**src/rtl/dmi_pkg.sv**
```systemverilog
// Shared types for the DMI request bridge.
// State encoding and the op status codes seen by the DTM.
package dmi_pkg;

   typedef enum logic [1:0] {
      IDLE,
      REQ,
      RSP
   } dmi_state_t;

   localparam logic [1:0] OP_OK     = 2'd0;
   localparam logic [1:0] OP_FAILED = 2'd2;
   localparam logic [1:0] OP_BUSY   = 2'd3;

endpackage

```
**src/rtl/dmi_req_bridge.sv**
```systemverilog
// Turns DTM strobes into one-outstanding valid/ready requests to the DM.
// Tracks the response, read data, sticky busy/failed status and timeout.
module dmi_req_bridge
   import dmi_pkg::*;
#(
   parameter int AWIDTH  = 7,
   parameter int TIMEOUT = 1024
) (
   input  logic              clk,
   input  logic              rst_n,
   input  logic              dmi_reg_en,
   input  logic              dmi_reg_wr_en,
   input  logic [AWIDTH-1:0] dmi_reg_addr,
   input  logic [31:0]       dmi_reg_wdata,
   input  logic              dmi_hard_reset,
   output logic [31:0]       dmi_reg_rdata,
   output logic [1:0]        rd_status,
   output logic              dmi_busy,
   output logic              dm_req_valid,
   input  logic              dm_req_ready,
   output logic              dm_req_write,
   output logic [AWIDTH-1:0] dm_req_addr,
   output logic [31:0]       dm_req_wdata,
   input  logic              dm_rsp_valid,
   input  logic [31:0]       dm_rsp_rdata,
   input  logic              dm_rsp_err
);

   localparam int CW = $clog2(TIMEOUT + 1);
   localparam logic [CW-1:0] LAST = CW'(TIMEOUT - 1);

   dmi_state_t        state_q, state_d;
   logic [CW-1:0]     cnt_q, cnt_d;
   logic              valid_d, write_d;
   logic [AWIDTH-1:0] addr_d;
   logic [31:0]       wdata_d, rdata_d;
   logic [1:0]        status_d;
   logic              fail;

   always_ff @(posedge clk or negedge rst_n) begin
      if (!rst_n) begin
         state_q       <= IDLE;
         cnt_q         <= '0;
         dm_req_valid  <= 1'b0;
         dm_req_write  <= 1'b0;
         dm_req_addr   <= '0;
         dm_req_wdata  <= '0;
         dmi_reg_rdata <= '0;
         rd_status     <= OP_OK;
      end else begin
         state_q       <= state_d;
         cnt_q         <= cnt_d;
         dm_req_valid  <= valid_d;
         dm_req_write  <= write_d;
         dm_req_addr   <= addr_d;
         dm_req_wdata  <= wdata_d;
         dmi_reg_rdata <= rdata_d;
         rd_status     <= status_d;
      end
   end

   always_comb begin
      state_d  = state_q;
      cnt_d    = cnt_q;
      valid_d  = dm_req_valid;
      write_d  = dm_req_write;
      addr_d   = dm_req_addr;
      wdata_d  = dm_req_wdata;
      rdata_d  = dmi_reg_rdata;
      status_d = rd_status;
      fail     = 1'b0;
      if (dmi_hard_reset) begin
         state_d  = IDLE;
         valid_d  = 1'b0;
         status_d = OP_OK;
         cnt_d    = '0;
      end else begin
         unique case (state_q)
            IDLE: begin
               if (dmi_reg_en && rd_status == OP_OK) begin
                  write_d = dmi_reg_wr_en;
                  addr_d  = dmi_reg_addr;
                  wdata_d = dmi_reg_wdata;
                  valid_d = 1'b1;
                  state_d = REQ;
               end
            end
            REQ: begin
               if (dm_req_ready) begin
                  valid_d = 1'b0;
                  state_d = RSP;
                  cnt_d   = '0;
               end
            end
            RSP: begin
               cnt_d = cnt_q + CW'(1);
               // a response in the last counted cycle beats the timeout
               if (dm_rsp_valid) begin
                  state_d = IDLE;
                  if (dm_rsp_err)
                     fail = 1'b1;
                  else if (!dm_req_write)
                     rdata_d = dm_rsp_rdata;
               end else if (cnt_q == LAST) begin
                  state_d = IDLE;
                  fail    = 1'b1;
               end
            end
            default: state_d = IDLE;
         endcase
         // busy always wins; failed only lands on a clean status
         if (dmi_reg_en && state_q != IDLE)
            status_d = OP_BUSY;
         else if (fail && rd_status == OP_OK)
            status_d = OP_FAILED;
      end
   end

   assign dmi_busy = (state_q != IDLE);

endmodule

```
**config.mk**
```make
export PLATFORM = sky130hd
export DESIGN_NAME = dmi_req_bridge
export DESIGN_NICKNAME = d
export VERILOG_FILES = /design/src/rtl/dmi_pkg.sv /design/src/rtl/dmi_req_bridge.sv
export SDC_FILE = /design/constraint.sdc
export NUM_CORES = 1
export LEC_CHECK = 0
export ABC_AREA = 0
export CORE_MARGIN = 4
export CORE_UTILIZATION = 46
export DETAILED_ROUTE_END_ITERATION = 10
export PLACE_DENSITY = 0.95
export SLEW_MARGIN = 5
export SYNTH_ARGS = -nofsm -noshare
export SYNTH_HDL_FRONTEND = slang
export SYNTH_SLANG_ARGS = --single-unit
```
**constraint.sdc**
```tcl
create_clock -name clk -period 3 [get_ports clk]
set_input_delay 0.6 -clock clk [delete_from_list [all_inputs] [get_ports clk]]
set_output_delay 0.6 -clock clk [all_outputs]
set_load 0.01 [all_outputs]
```
# Word-level counts from Yosys, hierarchy flattened

Index checks and enable logic that the tools add are counted.

Word-level logic and storage cells: 53
Register bits: 88
Memory bits (writable): 0
Bits in latches: 0
ROM bits: 0
Bits of input ports: 79
Memories: 0

Div/mod/pow operators: 0
Bitwise operators: 3
Shift-type cells: 0
Equal/unequal tests: 6
Reductions and logical operators: 14
Muxes and demuxes: 21
$add $sub $neg: 1
$mul: 0
Order comparisons: 0

Operators with widths:

| kind                    | count |
|---|---|
| $mux W11                | 2 |
| $pmux W11 S2            | 1 |
| $mux W2                 | 8 |
| $add A11 B1 Y11 const B | 1 |
| $eq A11 B10 Y1 const B  | 1 |
| $reduce_and A3 Y1       | 3 |
| $reduce_bool A3 Y1      | 3 |
| $mux W1                 | 8 |
| $ne A3 B3 Y1 const B    | 2 |
| $pmux W2 S3             | 1 |
| $reduce_and A5 Y1       | 1 |
| $logic_not A2 Y1        | 2 |
| $ne A4 B4 Y1 const B    | 1 |
| $logic_and A1 B1 Y1     | 3 |
| $not A1 Y1              | 3 |
| $eq A2 B1 Y1 const B    | 1 |
| $eq A2 B2 Y1 const B    | 1 |
| $pmux W1 S2             | 1 |
| $reduce_and A2 Y1       | 1 |
| $reduce_bool A2 Y1      | 1 |

# Longest topological paths before layout

Gate-level depths: netlist of run 1.

Depth in word-level cells: 9
Depth in mapped cells: 6

# Worst setup path before layout of run 1

OpenSTA, ideal clock, no wires.

Path type: input to register
From: input port dmi_hard_reset
To: register dmi_reg_rdata[0]
Data arrival time: 1.995 ns
Cell stages on the path: 6
Path buffers: 3
Setup slack: 0.880 ns
Required time: 2.875 ns
Cell sequence: or3b_1 -> buf_2 -> or3_1 -> buf_6 -> buf_12 -> mux2_4

Cells in the longest elaborated chain, start to end: 2

Ends and longest elaborated chain:

| item                        | line                 | text |
|---|---|---|
| start, declared             | dmi_req_bridge.sv:15 | `input logic dmi_hard_reset,` |
| $not A1 Y1 (no line)        | n/a                  |  |
| $reduce_and A5 Y1 (no line) | n/a                  |  |
| end signal, assigned        | dmi_req_bridge.sv:57 | `dmi_reg_rdata <= rdata_d;` |
| end, declared               | dmi_req_bridge.sv:16 | `output logic [31:0] dmi_reg_rdata,` |

Every way passes these cells.
A chain may end at the register's enable or synchronous reset.

# Final worst setup path of run 1

From: input port dmi_hard_reset
To: register dmi_reg_rdata[25]

Same word-level chain as after synthesis.

==> results of run 1 <==
==> cells in the final DEF, fill, tap and decap left out, types with 3 or more instances in the layout <==
master	n
clkdlybuf4s50_1	153
dfrtp_1	88
mux2_2	39
mux2_4	30
clkbuf_8	10
nor2_1	9
o21ai_0	9
nand2_1	8
a21oi_1	5
xor2_1	5
buf_4	4
mux2_1	3
==> routing by layer <==
metal  vias to the layer above  part of all wire [%]
met5                         -                     0
li1                       1181                     -
met1                      1280                    39
met4                         0                   1.3
met3                        10                   6.7
met2                       109                    53
==> layout make-up <==
type	count	area share (%)
clock buffer	11	2.57
inverter	2	0.136
timing repair buffer	158	28.7
sequential	88	40.0
clock inverter	5	1.61
tap	102	2.32
multi-input combinational	142	24.7
==> power by group through the flow <==
| stage | Sequential (W) | Combinational [W] | Clock (W) |
|---|---|---|---|
| 6_report | 0.00155 | 0.00108 | 0.000922 |
| 4_1_cts | 0.00156 | 0.00110 | 0.000944 |
| 5_1_grt | 0.00159 | 0.00115 | 0.000995 |
| 2_1_floorplan | 0.00168 | 0.000292 | 0 |
| 3_5_place_dp | 0.00158 | 0.00110 | 0 |
| 3_3_place_gp | 0.00156 | 0.00107 | 0 |
==> state kept, by name, summed over array words and instances, names as in the netlist <==
register       flops
cnt_q             11
dm_req_addr        7
dm_req_valid       1
dm_req_wdata      32
dm_req_write       1
dmi_reg_rdata     32
rd_status          2
state_q            2
==> worst paths after layout <==
kind | from | endpoint | cells after the start
worst min register to register | cnt_q[6] | cnt_q[6] | 1
max in group asynchronous | rst_n | cnt_q[5] | 2
worst min-delay path | rst_n | dmi_reg_rdata[6] | 1
worst max-delay path | dmi_hard_reset | dmi_reg_rdata[25] | 5
min in group clk | cnt_q[6] | cnt_q[6] | 1
worst max register to register | state_q[0] | dmi_reg_rdata[25] | 4
==> stage by stage <==
stage | hold slack, ns | cells | power [W] | util, % | setup slack [ns]
after floorplan | 0.304 | 245 | 0.00197 | - | 0.880
after global placement | 0.475 | 492 | 0.00264 | 68.3 | 0.266
after detailed placement | 0.491 | 492 | 0.00268 | 68.3 | 0.220
after CTS | 0.204 | 508 | 0.00360 | 71.3 | 0.604
after global routing | 0.231 | 508 | 0.00373 | 71.3 | 0.504
final | 0.195 | 508 | 0.00356 | 71.3 | 0.578
==> worst max-delay path, stage by stage <==
cell             delay, ns
clkdlybuf4s50_1       0.41
or3b_1                0.46
or3_2                 0.48
buf_4                 0.31
mux2_4                0.36
==> cells by family (layout without fill, tap and decap cells) <==
kind of cell | after synthesis | in the layout | synth area share (%)
buf+inv | 15 | 176 | 3.10
compound gates | 22 | 22 | 3.75
flops | 88 | 88 | 59.9
fa+ha+maj | 1 | 1 | 0.341
simple gates | 40 | 40 | 6.03
mux | 73 | 73 | 25.4
xor+xnor | 6 | 6 | 1.43
==> results.toml, run 1 <==
[outcome]
outcome = "finished, final reports clean"

[power_and_ir_drop]
pwr-share-comb_pct = 30.5
ir_drop_mv = 0.434
clockPowerShare_pct = 25.9
p_int_w = 0.00264
seqPwrFrac_pct = 43.6
leakagePower_nw = 2.47
powerDensity_nw_per_um2 = 646
p_sw_share_pct = 25.9
p_switching_w = 0.000922

[clocking]
clk_pin_slew_ns = 0.10
clock_tree.root_cell = "clkbuf_8"
cts_max_path_buffers = 2
cts_htree_levels = 3
cts_buffers = 9
cts_hold_buf = 0
cts_tree = "built"
clock_sink_count = 88
cts_setup_buffers = 0
clkLatencyLatePin_ns = 0.35
cts_resized = 0

[layout]
nFillCells = 516
seqCellArea_um2 = 2200
antennaDiodeCount = 0
multi_input_area_um2 = 1360
drive_gt1_share_pct = 23.2
nets = 481
area_growth_pct = 50.0
fin_area_um2 = 5510

[routing]
postRouteAntennaNets = 0
dr.pass1.iters = 4
vias_per_cell = 5.08
routedWlPerCell_um = 17.0
dr_total_vias = 2580
drt_iter0_drc = 36
finalWirelength_mm = 8.64
drc = 0

[sta]
skew_ns = 0.0176
tightest_slew_ns = 0.562
rsz0062_at_grt = "no"
fin_crit_sh_pct = 80.7
setup_viol = 0
drv_slew = 0
fmax_mhz = 413
slew_headroom_pct = 62.5
layout_min_cycle_time_ns = 2.42
hold_viol = 0
tns_ns = 0

[grt]
grt_max_degree = 52
grt_pass1_vias = 2814
grt_pass1_wl_mm = 14.2
grt-ovfl-total = 0
grt.total_usage_pct = 18.8
antenna_found_initial = 0
grt_use_met1_pct = 21.8
grt_use_met3_pct = 5.17
use_met2_pct = 33.3
busiest_layer = "met2"

[hold_path]
hp-class = "in -> async"

[synth]
synth_area_um2 = 3670
synth-edff-count = 0
synth_flop_cell = "dfrtp_1"
ys_ff_latch = 88
ys_types = 39
ys_warn_count = 0
avgSynthCellArea_um2 = 15.0
syn_nets = 325
syn-instance-count = 245
netlist_top_cells_area = "dfrtp_1, mux2_4, mux2_2"
ys_async_sr_fraction_pct = 100
ys_seq_area_share_pct = 59.9
yosys.area.top_type = "dfrtp_1"
yosysMostFrequentCell = "dfrtp_1"
yosys-top-cells-count = "dfrtp_1, mux2_2, mux2_4"
yosysTopAreaCellShare_pct = 59.9

[floorplanning]
rows = 32
die_height_um = 97.4
fp.coreArea_um2 = 7730
die_w_um = 97.4
initial_core_util_pct = 47.5
pin_count = 155
die_area_um2 = 9480

[placement]
hpwl_mm = 6.62
placed_area_um2 = 5280
io_buffers = 154
place.gp.congestion = 0.813

[critical_path]
cp-start-kind = "input port"
crit_path_max_fanout = 32
crit_type = "in -> reg"
critPathRequiredTime_ns = 3.23
reg2reg_slack_ns = 0.77
cp-end-kind = "flop"
arrival_ns = 2.65

[job]
maxCapViolCount = 0
Power figures use the tool's default switching activity.
==> run 2: changes to the inputs <==
--- a/config.mk
+++ b/config.mk
@@ -7,9 +7,9 @@
 export LEC_CHECK = 0
 export ABC_AREA = 0
 export CORE_MARGIN = 4
-export CORE_UTILIZATION = 46
+export CORE_UTILIZATION = 38
 export DETAILED_ROUTE_END_ITERATION = 10
-export PLACE_DENSITY = 0.95
+export PLACE_DENSITY = 0.85
 export SLEW_MARGIN = 5
 export SYNTH_ARGS = -nofsm -noshare
 export SYNTH_HDL_FRONTEND = slang
==> constraint.sdc (replaced) <==
create_clock -name clk -period 2 [get_ports clk]
set_input_delay 0.4 -clock clk [delete_from_list [all_inputs] [get_ports clk]]
set_output_delay 0.4 -clock clk [all_outputs]
set_load 0.01 [all_outputs]
==> run 2 against run 1 <==
Against the previous run:
- worst setup slack worse by 0.48 ns
- total power up 44%
- combinational power up 55%
- final area up 2.6%
- worst hold slack worse by 0.18 ns
- final cell count up 7.9%
- critical path type unchanged
- largest power group unchanged
==> results.toml, run 2 (synthesis gave the netlist of run 1 again) <==
[outcome]
outcome = "finished, final reports clean"

[routing]
vias_per_cell = 4.76
finalWirelength_mm = 9.15
drt_iter0_drc = 100
routedWlPerCell_um = 16.7
postRouteAntennaNets = 0
dr_total_vias = 2609
dr.pass1.iters = 4
drc = 0

[sta]
setup_viol = 0
fin_crit_sh_pct = 95.0
layout_min_cycle_time_ns = 1.90
drv_slew = 0
rsz0062_at_grt = "no"
skew_ns = 0.0170
tightest_slew_ns = 0.546
slew_headroom_pct = 63.6
hold_viol = 0
fmax_mhz = 527

[grt]
grt_max_degree = 45
grt_pass1_vias = 2753
grt-ovfl-total = 0
antenna_found_initial = 0
grt_pass1_wl_mm = 14.2
grt.total_usage_pct = 15.9

[layout]
reg_top3 = "dm_req_wdata (32), dmi_reg_rdata (32), cnt_q (11)"
seqCellArea_um2 = 2200
nFillCells = 709
final_common_cell = "clkdlybuf4s50_1"
layout_common_cells = "clkdlybuf4s50_1, dfrtp_1, mux2_2"
drive_gt1_share_pct = 26.0
nets = 494
multi_input_area_um2 = 1370
antennaDiodeCount = 0
area_growth_pct = 53.9
stdcell_count = 548

[clocking]
clkLatencyLatePin_ns = 0.35
cts_setup_buffers = 0
clock_sink_count = 88
cts_htree_levels = 3
clk_pin_slew_ns = 0.10
cts_hold_buf = 0
cts_tree = "built"
cts_buffers = 9
clock_tree.root_cell = "clkbuf_8"
cts_max_path_buffers = 2

[floorplanning]
die_w_um = 106
die_area_um2 = 11300
fp.coreArea_um2 = 9330
pin_count = 155
initial_core_util_pct = 39.4
die_height_um = 106
rows = 35

[critical_path]
crit_path_max_fanout = 16
worst_r2r_path_depth = 4
cp-start-kind = "input port"
critical_path.top_delay_family = "simple AND/OR/NAND/NOR gates"
worst-path-buf-inv = 2
slowest_stage = "clkdlybuf4s50_1"
cp-end-kind = "flop"
crit_type = "in -> reg"
crit_chain = "clkdlybuf4s50_1 -> or3b_1 -> or3_4 -> clkbuf_16 -> mux2_4"
critPathRequiredTime_ns = 2.25
max_stage_delay_ns = 0.43
cp.depth = 5
arrival_ns = 2.15

[placement]
place.gp.congestion = 0.806
placed_cells = 530
io_buffers = 154
hpwl_mm = 6.72

[power_and_ir_drop]
ir_drop_mv = 0.553
powerDensity_nw_per_um2 = 909
leakagePower_nw = 2.54
p_total_w = 0.00514

[job]
maxCapViolCount = 0

[hold_path]
hp-class = "in -> async"
==> run 2: cell types whose count changed in the layout (fill, tap and decap cells not counted), moves of 2 or more <==
cell	change
or3_4	+2
clkinvlp_4	+3
buf_4	+10
bufinv_16	-2
clkdlybuf4s50_1	-2
or3_2	-2
==> run 2: final cells by class <==
| cell class | count | area share [%] |
|---|---|---|
| flip-flops and latches | 88 | 39.0 |
| repair buffers | 171 | 30.6 |
| multi-input cells | 142 | 24.2 |
| well taps | 129 | 2.85 |
| clock buffers | 11 | 2.50 |
| clock inverters | 5 | 0.708 |
| inverters | 2 | 0.133 |
==> run 2: where the power goes <==
group	switching, W	leakage, nW	internal [W]
Clock	0.000643	0.0822	0.000493
Combinational	0.000570	1.33	0.00110
Sequential	0.000196	1.13	0.00214
Total	0.00141	2.54	0.00373
==> run 2: worst paths after layout <==
path | endpoint | slack [ns] | startpoint
max in group asynchronous | state_q[1] | 1.32 | rst_n
setup / recovery | dmi_reg_rdata[24] | 0.10 | dmi_hard_reset
setup reg to reg | dm_req_wdata[22] | 0.16 | rd_status[1]
min in group clk | rd_status[0] | 0.38 | dmi_reg_en
hold / removal | dm_req_wdata[13] | 0.02 | rst_n
hold reg to reg | dm_req_wdata[30] | 0.50 | dm_req_wdata[30]
==> run 2: repair_timing <==
| item | in CTS | in global routing |
|---|---|---|
| gates cloned | 1 | 1 |
| hold endpoints to repair | 0 | 0 |
| pin swaps | 0 | 1 |
| setup endpoints to repair | 5 | 21 |
| gates resized for setup | 3 | 4 |
==> run 2: through the flow <==
stage | cell area [µm²] | TNS (ns) | hold WS (ns) | util, % | worst slack (ns)
4_1_cts | 5620 | 0 | 0.0365 | 60.2 | 0.0182
5_1_grt | 5650 | 0 | 0.0600 | 60.6 | 0.0835
3_3_place_gp | 5410 | -23.32 | 0.426 | 58.0 | -0.357
6_report | 5650 | 0 | 0.0185 | 60.6 | 0.101
2_1_floorplan | 3670 | 0 | 0.104 | - | 0.0483
3_5_place_dp | 5410 | -26.18 | 0.430 | 58.0 | -0.426
==> run 2: per-layer routing <==
| layer | wire length, µm | global-route usage (%) | up-vias | share of wire [%] |
|---|---|---|---|---|
| li1 | - | - | 1202 | - |
| met1 | 3940 | 20.1 | 1287 | 43 |
| met2 | 4490 | 26.2 | 104 | 49 |
| met3 | 514 | 3.95 | 16 | 5.6 |
| met4 | 202 | 6.38 | 0 | 2.2 |
| met5 | 0 | 0 | - | 0 |
